$ cat src/rtl/monopulse_pkg.sv
// Shared types and fixed-point constants for the multi-channel monopulse sequencer.
// Constant helpers return MAX_RES_W-bit values; callers keep the low 2*DATA_SIZE bits.
package monopulse_pkg;

    localparam int MAX_RES_W = 256;

    localparam logic [2:0] ST_IDLE   = 3'd0;
    localparam logic [2:0] ST_LOAD   = 3'd1;
    localparam logic [2:0] ST_DIVIDE = 3'd2;
    localparam logic [2:0] ST_FIX    = 3'd3;
    localparam logic [2:0] ST_OUTPUT = 3'd4;

    typedef enum logic [2:0] {
        S_IDLE   = ST_IDLE,
        S_LOAD   = ST_LOAD,
        S_DIVIDE = ST_DIVIDE,
        S_FIX    = ST_FIX,
        S_OUTPUT = ST_OUTPUT
    } seq_state_t;

    // Largest positive Q(ds).(ds) value: {0,1...1}
    function automatic logic [MAX_RES_W-1:0] result_max(input int ds);
        return (MAX_RES_W'(1) << (2 * ds - 1)) - MAX_RES_W'(1);
    endfunction

    // Most negative Q(ds).(ds) value: {1,0...0}
    function automatic logic [MAX_RES_W-1:0] result_min(input int ds);
        return MAX_RES_W'(1) << (2 * ds - 1);
    endfunction

    function automatic logic [MAX_RES_W-1:0] sat_pos(input int ds);
        return MAX_RES_W'(1) << ds;
    endfunction

    function automatic logic [MAX_RES_W-1:0] sat_neg(input int ds);
        return -(MAX_RES_W'(1) << ds);
    endfunction

endpackage

$ cat src/rtl/monopulse_seq_divider.sv
// Unsigned restoring divider: 2*W-bit dividend by W-bit divisor, one quotient bit per cycle.
// o_done is high during the cycle in which the final quotient bit is written.
module seq_divider #(
    parameter int W = 64
) (
    input  logic             i_clock,
    input  logic             i_reset,
    input  logic             i_start,
    input  logic [2*W-1:0]   i_dividend,
    input  logic [W-1:0]     i_divisor,
    output logic [2*W-1:0]   o_quotient,
    output logic             o_done
);

    localparam int CW = $clog2(2 * W);

    logic [W:0]     rem;
    logic [2*W-1:0] quo;
    logic [W-1:0]   dsr;
    logic [CW-1:0]  cnt;
    logic           busy;
    logic [W:0]     rem_sh;
    logic           fits;

    // The dividend shifts out of the quotient register as quotient bits shift in.
    assign rem_sh = {rem[W-1:0], quo[2*W-1]};
    assign fits   = (rem_sh >= {1'b0, dsr});

    always_ff @(posedge i_clock or negedge i_reset) begin
        if (!i_reset) begin
            rem  <= '0;
            quo  <= '0;
            dsr  <= '0;
            cnt  <= '0;
            busy <= 1'b0;
        end else if (i_start) begin
            rem  <= '0;
            quo  <= i_dividend;
            dsr  <= i_divisor;
            cnt  <= CW'(2 * W - 1);
            busy <= 1'b1;
        end else if (busy) begin
            if (fits) begin
                rem <= rem_sh - {1'b0, dsr};
                quo <= {quo[2*W-2:0], 1'b1};
            end else begin
                rem <= rem_sh;
                quo <= {quo[2*W-2:0], 1'b0};
            end
            if (cnt == '0) begin
                busy <= 1'b0;
            end else begin
                cnt <= cnt - CW'(1);
            end
        end
    end

    assign o_quotient = quo;
    assign o_done     = busy && (cnt == '0);

endmodule

$ cat src/rtl/monopulse_seq.sv
// Frame-based monopulse ratio sequencer sharing one restoring divider across channels.
// Define MONOPULSE_SEQ_SAT_EN to clamp results (including divide-by-zero) to +/-1.0.
//
// state  | meaning
// IDLE   | waiting for a frame, o_frame_ready high
// LOAD   | select channel, start divider or flag divide-by-zero
// DIVIDE | divider running, 2*DATA_SIZE cycles
// FIX    | apply sign / zero-divisor / clamp, register result
// OUTPUT | o_valid held until i_ready, then next channel or IDLE
module monopulse_seq
    import monopulse_pkg::*;
#(
    parameter int DATA_SIZE  = 64,
    parameter int N_CHANNELS = 4,
    parameter int CH_W       = (N_CHANNELS > 1) ? $clog2(N_CHANNELS) : 1
) (
    input  logic                             i_clock,
    input  logic                             i_reset,
    input  logic                             i_frame_valid,
    output logic                             o_frame_ready,
    input  logic [N_CHANNELS*DATA_SIZE-1:0]  i_reference,
    input  logic [N_CHANNELS*DATA_SIZE-1:0]  i_error,
    output logic [2*DATA_SIZE-1:0]           o_result,
    output logic [CH_W-1:0]                  o_channel,
    output logic                             o_div_zero,
    output logic                             o_last,
    output logic                             o_valid,
    input  logic                             i_ready
);

    localparam int RW = 2 * DATA_SIZE;
    localparam logic [CH_W-1:0] LAST_CH = CH_W'(N_CHANNELS - 1);

`ifdef MONOPULSE_SEQ_SAT_EN
    localparam logic [MAX_RES_W-1:0] SAT_POS_W = sat_pos(DATA_SIZE);
    localparam logic [MAX_RES_W-1:0] SAT_NEG_W = sat_neg(DATA_SIZE);
    localparam logic [RW-1:0]        SAT_POS   = SAT_POS_W[RW-1:0];
    localparam logic [RW-1:0]        SAT_NEG   = SAT_NEG_W[RW-1:0];
`else
    localparam logic [MAX_RES_W-1:0] RES_MAX_W = result_max(DATA_SIZE);
    localparam logic [MAX_RES_W-1:0] RES_MIN_W = result_min(DATA_SIZE);
    localparam logic [RW-1:0]        RES_MAX   = RES_MAX_W[RW-1:0];
    localparam logic [RW-1:0]        RES_MIN   = RES_MIN_W[RW-1:0];
`endif

    seq_state_t state, state_nx;

    logic [N_CHANNELS*DATA_SIZE-1:0] ref_q;
    logic [N_CHANNELS*DATA_SIZE-1:0] err_q;
    logic [CH_W-1:0]                 ch;
    logic                            sign_q;
    logic                            dz_q;

    logic [DATA_SIZE-1:0] cur_ref;
    logic [DATA_SIZE-1:0] cur_err;
    logic [DATA_SIZE-1:0] err_abs;
    logic                 ref_zero;
    logic                 accept;
    logic                 div_start;
    logic                 div_done;
    logic [RW-1:0]        quo;
    logic [RW-1:0]        mag;
    logic [RW-1:0]        fix_result;

    assign cur_ref   = ref_q[int'(ch) * DATA_SIZE +: DATA_SIZE];
    assign cur_err   = err_q[int'(ch) * DATA_SIZE +: DATA_SIZE];
    assign err_abs   = cur_err[DATA_SIZE-1] ? -cur_err : cur_err;
    assign ref_zero  = (cur_ref == '0);
    assign accept    = i_frame_valid && o_frame_ready;
    assign div_start = (state == S_LOAD) && !ref_zero;

    seq_divider #(.W(DATA_SIZE)) u_div (
        .i_clock    (i_clock),
        .i_reset    (i_reset),
        .i_start    (div_start),
        .i_dividend ({err_abs, {DATA_SIZE{1'b0}}}),
        .i_divisor  (cur_ref),
        .o_quotient (quo),
        .o_done     (div_done)
    );

    always_comb begin
        state_nx = state;
        case (state)
            S_IDLE:   if (accept) state_nx = S_LOAD;
            S_LOAD:   state_nx = ref_zero ? S_FIX : S_DIVIDE;
            S_DIVIDE: if (div_done) state_nx = S_FIX;
            S_FIX:    state_nx = S_OUTPUT;
            S_OUTPUT: if (i_ready) state_nx = (ch == LAST_CH) ? S_IDLE : S_LOAD;
            default:  state_nx = S_IDLE;
        endcase
    end

    // Quotient magnitude is below 2^(RW-1), so negation cannot overflow.
    always_comb begin
        mag        = quo;
        fix_result = '0;
`ifdef MONOPULSE_SEQ_SAT_EN
        if (quo > SAT_POS) mag = SAT_POS;
        if (dz_q) fix_result = sign_q ? SAT_NEG : SAT_POS;
        else      fix_result = sign_q ? -mag : mag;
`else
        if (dz_q) fix_result = sign_q ? RES_MIN : RES_MAX;
        else      fix_result = sign_q ? -mag : mag;
`endif
    end

    always_ff @(posedge i_clock or negedge i_reset) begin
        if (!i_reset) begin
            state         <= S_IDLE;
            o_frame_ready <= 1'b0;
            ref_q         <= '0;
            err_q         <= '0;
            ch            <= '0;
            sign_q        <= 1'b0;
            dz_q          <= 1'b0;
            o_result      <= '0;
            o_channel     <= '0;
            o_div_zero    <= 1'b0;
            o_last        <= 1'b0;
            o_valid       <= 1'b0;
        end else begin
            state         <= state_nx;
            o_frame_ready <= (state_nx == S_IDLE);
            case (state)
                S_IDLE: begin
                    if (accept) begin
                        ref_q <= i_reference;
                        err_q <= i_error;
                        ch    <= '0;
                    end
                end
                S_LOAD: begin
                    sign_q <= cur_err[DATA_SIZE-1];
                    dz_q   <= ref_zero;
                end
                S_FIX: begin
                    o_result   <= fix_result;
                    o_channel  <= ch;
                    o_div_zero <= dz_q;
                    o_last     <= (ch == LAST_CH);
                    o_valid    <= 1'b1;
                end
                S_OUTPUT: begin
                    if (i_ready) begin
                        o_valid <= 1'b0;
                        ch      <= ch + CH_W'(1);
                    end
                end
                default: ;
            endcase
        end
    end

endmodule

$ cat config.mk
export PLATFORM = sky130hd
export DESIGN_NAME = monopulse_seq
export DESIGN_NICKNAME = d
export VERILOG_FILES = /design/src/rtl/monopulse_pkg.sv /design/src/rtl/monopulse_seq_divider.sv /design/src/rtl/monopulse_seq.sv
export SDC_FILE = /design/constraint.sdc
export NUM_CORES = 2
export LEC_CHECK = 0
export BUFFER_PORTS_ARGS = -buffer_cell sky130_fd_sc_hd__clkbuf_2
export CORE_UTILIZATION = 30
export CTS_CLUSTER_DIAMETER = 100
export DETAILED_ROUTE_END_ITERATION = 8
export PLACE_DENSITY_LB_ADDON = 0.15
export SYNTH_ARGS = -nofsm -noshare
export SYNTH_HDL_FRONTEND = slang
export SYNTH_SLANG_ARGS = --single-unit
$ cat constraint.sdc
create_clock -name i_clock -period 7 [get_ports i_clock]
set_input_delay 0.7 -clock i_clock [delete_from_list [all_inputs] [get_ports i_clock]]
set_output_delay 0.7 -clock i_clock [all_outputs]
set_load 0.02 [all_outputs]
==> flow_summary.yaml <==
setup_path:
  worstPathArrival_ns: 5.65
  cp_max_fo: 113
  critPathRequiredTime_ns: 7.53
  crit_family: "simple AND/OR/NAND/NOR gates"
  worstSetupEndpointType: "register"
  cp_slowest_cell: "dfrtp_4"
  crit_path_cell_trace: "mux4_2 > nor4_1 > nand4_1 > nor4_1 > nor2b_4 > buf_4 > buf_4 > a211oi_1 > a31oi_1"
  cp-start-kind: "register"
  crit_buf_inv: 2
  cpPeakStageDelay_ns: 0.97
  critPathKind: "register to register"
global_routing:
  grt_max_degree: 150
  antenna_found_initial: 45
  overflow: 0
  grt_usage_pct: 21.9
  grt_pass1_vias: 37400
  grt_pass1_wl_mm: 265
clock_tree:
  h-tree-depth: 3
  cts_sinks: 917
  clock_latency_ns: 0.77
  clock-root-buffer: "clkbuf_16"
  numCtsBuffers: 108
  holdBufCountCts: 1
  post_cts_buffers: 0
  clk_pin_slew_ns: 0.06
  cts_tree: "yes"
  ctsResizeCount: 0
  clock_path_buffers: 3
finish:
  layout.nets: 5575
  drive_gt1_share_pct: 31.1
  area_growth_pct: 19.2
  final_cell_area_um2: 57400
yosys:
  synth_ff_type: "dfrtp_1"
  synth.avg_cell_area_um2: 10.7
  yosys_register_bits: 917
  ys_warn_count: 0
  ys_seq_area_share_pct: 47.6
  syn_nets: 5071
  synth.cell_area_um2: 48200
  synth-edff-count: 0
  async_flop_share_pct: 100
  synth_cells: 4486
  yosysUniqueCellTypes: 85
floorplanning:
  start_util_pct: 30.3
  core_um2: 159000
  ios: 650
  rows: 146
  die_w_um: 403
  die_area_um2: 162000
  die_y_um: 403
sta:
  tightest_slew_ns: 1.07
  finalCriticalPeriod_ns: 5.11
  period_share_pct: 73.1
  fmax_mhz: 196
  grt_setup_unrepaired: "false"
  setup_slack_ns: 1.89
  setup_viol_count_final: 0
  hold_viol: 0
  slew_headroom_pct: 28.5
  fin_hold_ws_ns: 0.155
  skew_ns: 0.105
  slew_viol_final: 0
  fin_tns_setup_ns: 0
route:
  dr.pass1.iters: 5
  vias: 37900
  post-route-drc-count: 0
  drtAntennaViolNets: 0
  drt-initial-drc-count: 2866
  wl_per_cell_um: 25.1
  avgViaCountPerCell: 5.29
  wirelength_mm: 180
pwr:
  powerDensity_nw_per_um2: 561
  ir_worst_vdd_mv: 0.273
  p_leak_nw: 25.3
hold_path:
  hold_class: "input pin to register"
placement:
  pre_cts_slack_ns: 1.90
  portBuffers: 649
  gp_congestion: 0.931
  place_hpwl_mm: 135
  place_area_um2: 53400
run:
  cap_viol_max_count: 0
outcome:
  status: "finished clean"
-- stage by stage --
step / power, W / util, % / std cells
3_5_place_dp: 0.0260 / 33.6 / 6951
2_1_floorplan: 0.0207 / - / 4486
6_report: 0.0322 / 36.1 / 7165
4_1_cts: 0.0324 / 36.1 / 7157
5_1_grt: 0.0344 / 36.1 / 7161
3_3_place_gp: 0.0259 / 33.6 / 6951
-- registers in the layout, indices dropped and copies added, names as in the netlist, 2 cells and up --
name / flops
err_q: 256
state: 3
ch: 2
u_div.cnt: 7
u_div.o_quotient: 128
u_div.dsr: 64
u_div.rem: 64
o_result: 128
ref_q: 256
o_channel: 2
-- layout make-up --
class,instances,area [µm²]
fill,15900,102000
inverter,107,403
multi-input combinational,3151,23600
clock buffer,148,3100
timing repair buffer,705,3830
antenna,8,20.0
clock inverter,57,851
sequential,917,23000
tap,2072,2590
-- placed cells by master, fill, tap and decap left out, types with 19 or more instances in the layout --
cell / n
dfrtp_1: 912
clkbuf_2: 648
mux2_2: 514
nand2_1: 446
nor2_1: 313
o21ai_0: 311
a21oi_1: 223
mux4_2: 127
mux2i_1: 125
clkbuf_16: 108
inv_1: 105
nor3_1: 98
xnor2_1: 76
ha_1: 68
xor2_1: 59
nor4_1: 58
o22ai_1: 51
a31oi_1: 48
nand4_1: 44
buf_4: 43
a311oi_1: 42
or3_1: 41
a21o_1: 40
nand3_1: 36
or4_1: 34
o21ai_1: 31
o31ai_1: 29
nor2b_1: 29
a211oi_1: 27
o21a_1: 26
clkbuf_8: 25
clkinv_2: 21
nand2b_1: 19
-- path summary, 6_finish.rpt --
kind / startpoint / to / slack, ns / cells past startpoint
max in group asynchronous: i_reset / err_q[149] / 4.58 / 4
max reg2reg: ch[0] / u_div.o_quotient[65] / 1.89 / 9
max: ch[0] / u_div.o_quotient[65] / 1.89 / 9
min: i_reference[18] / ref_q[18] / 0.16 / 2
min reg2reg: o_result[24] / o_result[24] / 0.48 / 2
min in group asynchronous: i_reset / ref_q[55] / 0.57 / 2
-- power breakdown --
group | switching, W | internal, W
combinational | 0.00899 | 0.00675
clock | 0.00251 | 0.00369
sequential | 0.00234 | 0.00790
-- cells in the mapped netlist (all sizes together), types with 7 or more instances --
library cell / count / share of area (%)
nand4: 44 / 0.57
a21boi: 10 / 0.16
a2111oi: 9 / 0.16
and3: 14 / 0.18
o31ai: 31 / 0.52
ha: 68 / 1.8
dfrtp: 917 / 48
nand3: 36 / 0.37
nor2: 315 / 2.5
a221oi: 10 / 0.18
and2: 10 / 0.13
nand2b: 19 / 0.25
o22ai: 51 / 0.66
nor3: 98 / 1.0
o21bai: 11 / 0.17
mux2: 514 / 12
nand3b: 8 / 0.12
or2: 24 / 0.32
a21o: 41 / 0.64
clkbuf: 258 / 2.0
inv: 106 / 0.83
a311oi: 42 / 0.76
and4: 11 / 0.20
buf: 53 / 0.53
o41ai: 11 / 0.22
xnor2: 76 / 1.4
o211ai: 11 / 0.17
a41oi: 10 / 0.18
nor4: 58 / 0.75
or4: 36 / 0.58
a31oi: 48 / 0.62
o311ai: 10 / 0.18
mux2i: 125 / 2.6
o21ai: 343 / 3.6
nand2: 446 / 3.5
mux4: 127 / 5.9
or3: 41 / 0.53
a21oi: 224 / 2.3
o21a: 26 / 0.41
nand4b: 7 / 0.13
a211oi: 27 / 0.42
nor2b: 30 / 0.39
xor2: 59 / 1.1
-- per-layer routing --
layer	vias up	track usage [%]	routed length, µm	share of wire [%]
met4	66	5.52	4520	2.5
met5	-	0	428	0.24
met3	260	5.00	11100	6.2
li1	17400	-	-	-
met2	1041	33.2	79600	44
met1	19200	31.3	84000	47
-- logic make-up (layout without fill, tap and decap cells) --
family / after synthesis / count (layout) / share of synthesized area [%]
and+or+nand+nor: 1213 / 1213 / 11.8
AOI/OAI and AO/OA: 968 / 968 / 12.4
DFF: 917 / 917 / 47.6
muxes: 766 / 766 / 20.6
buffers and inverters: 418 / 1017 / 3.37
xor gates and xnor gates: 135 / 135 / 2.45
adders and majority gates: 69 / 69 / 1.81
other: 0 / 8 / 0
(Power assumes the default switching activity.)
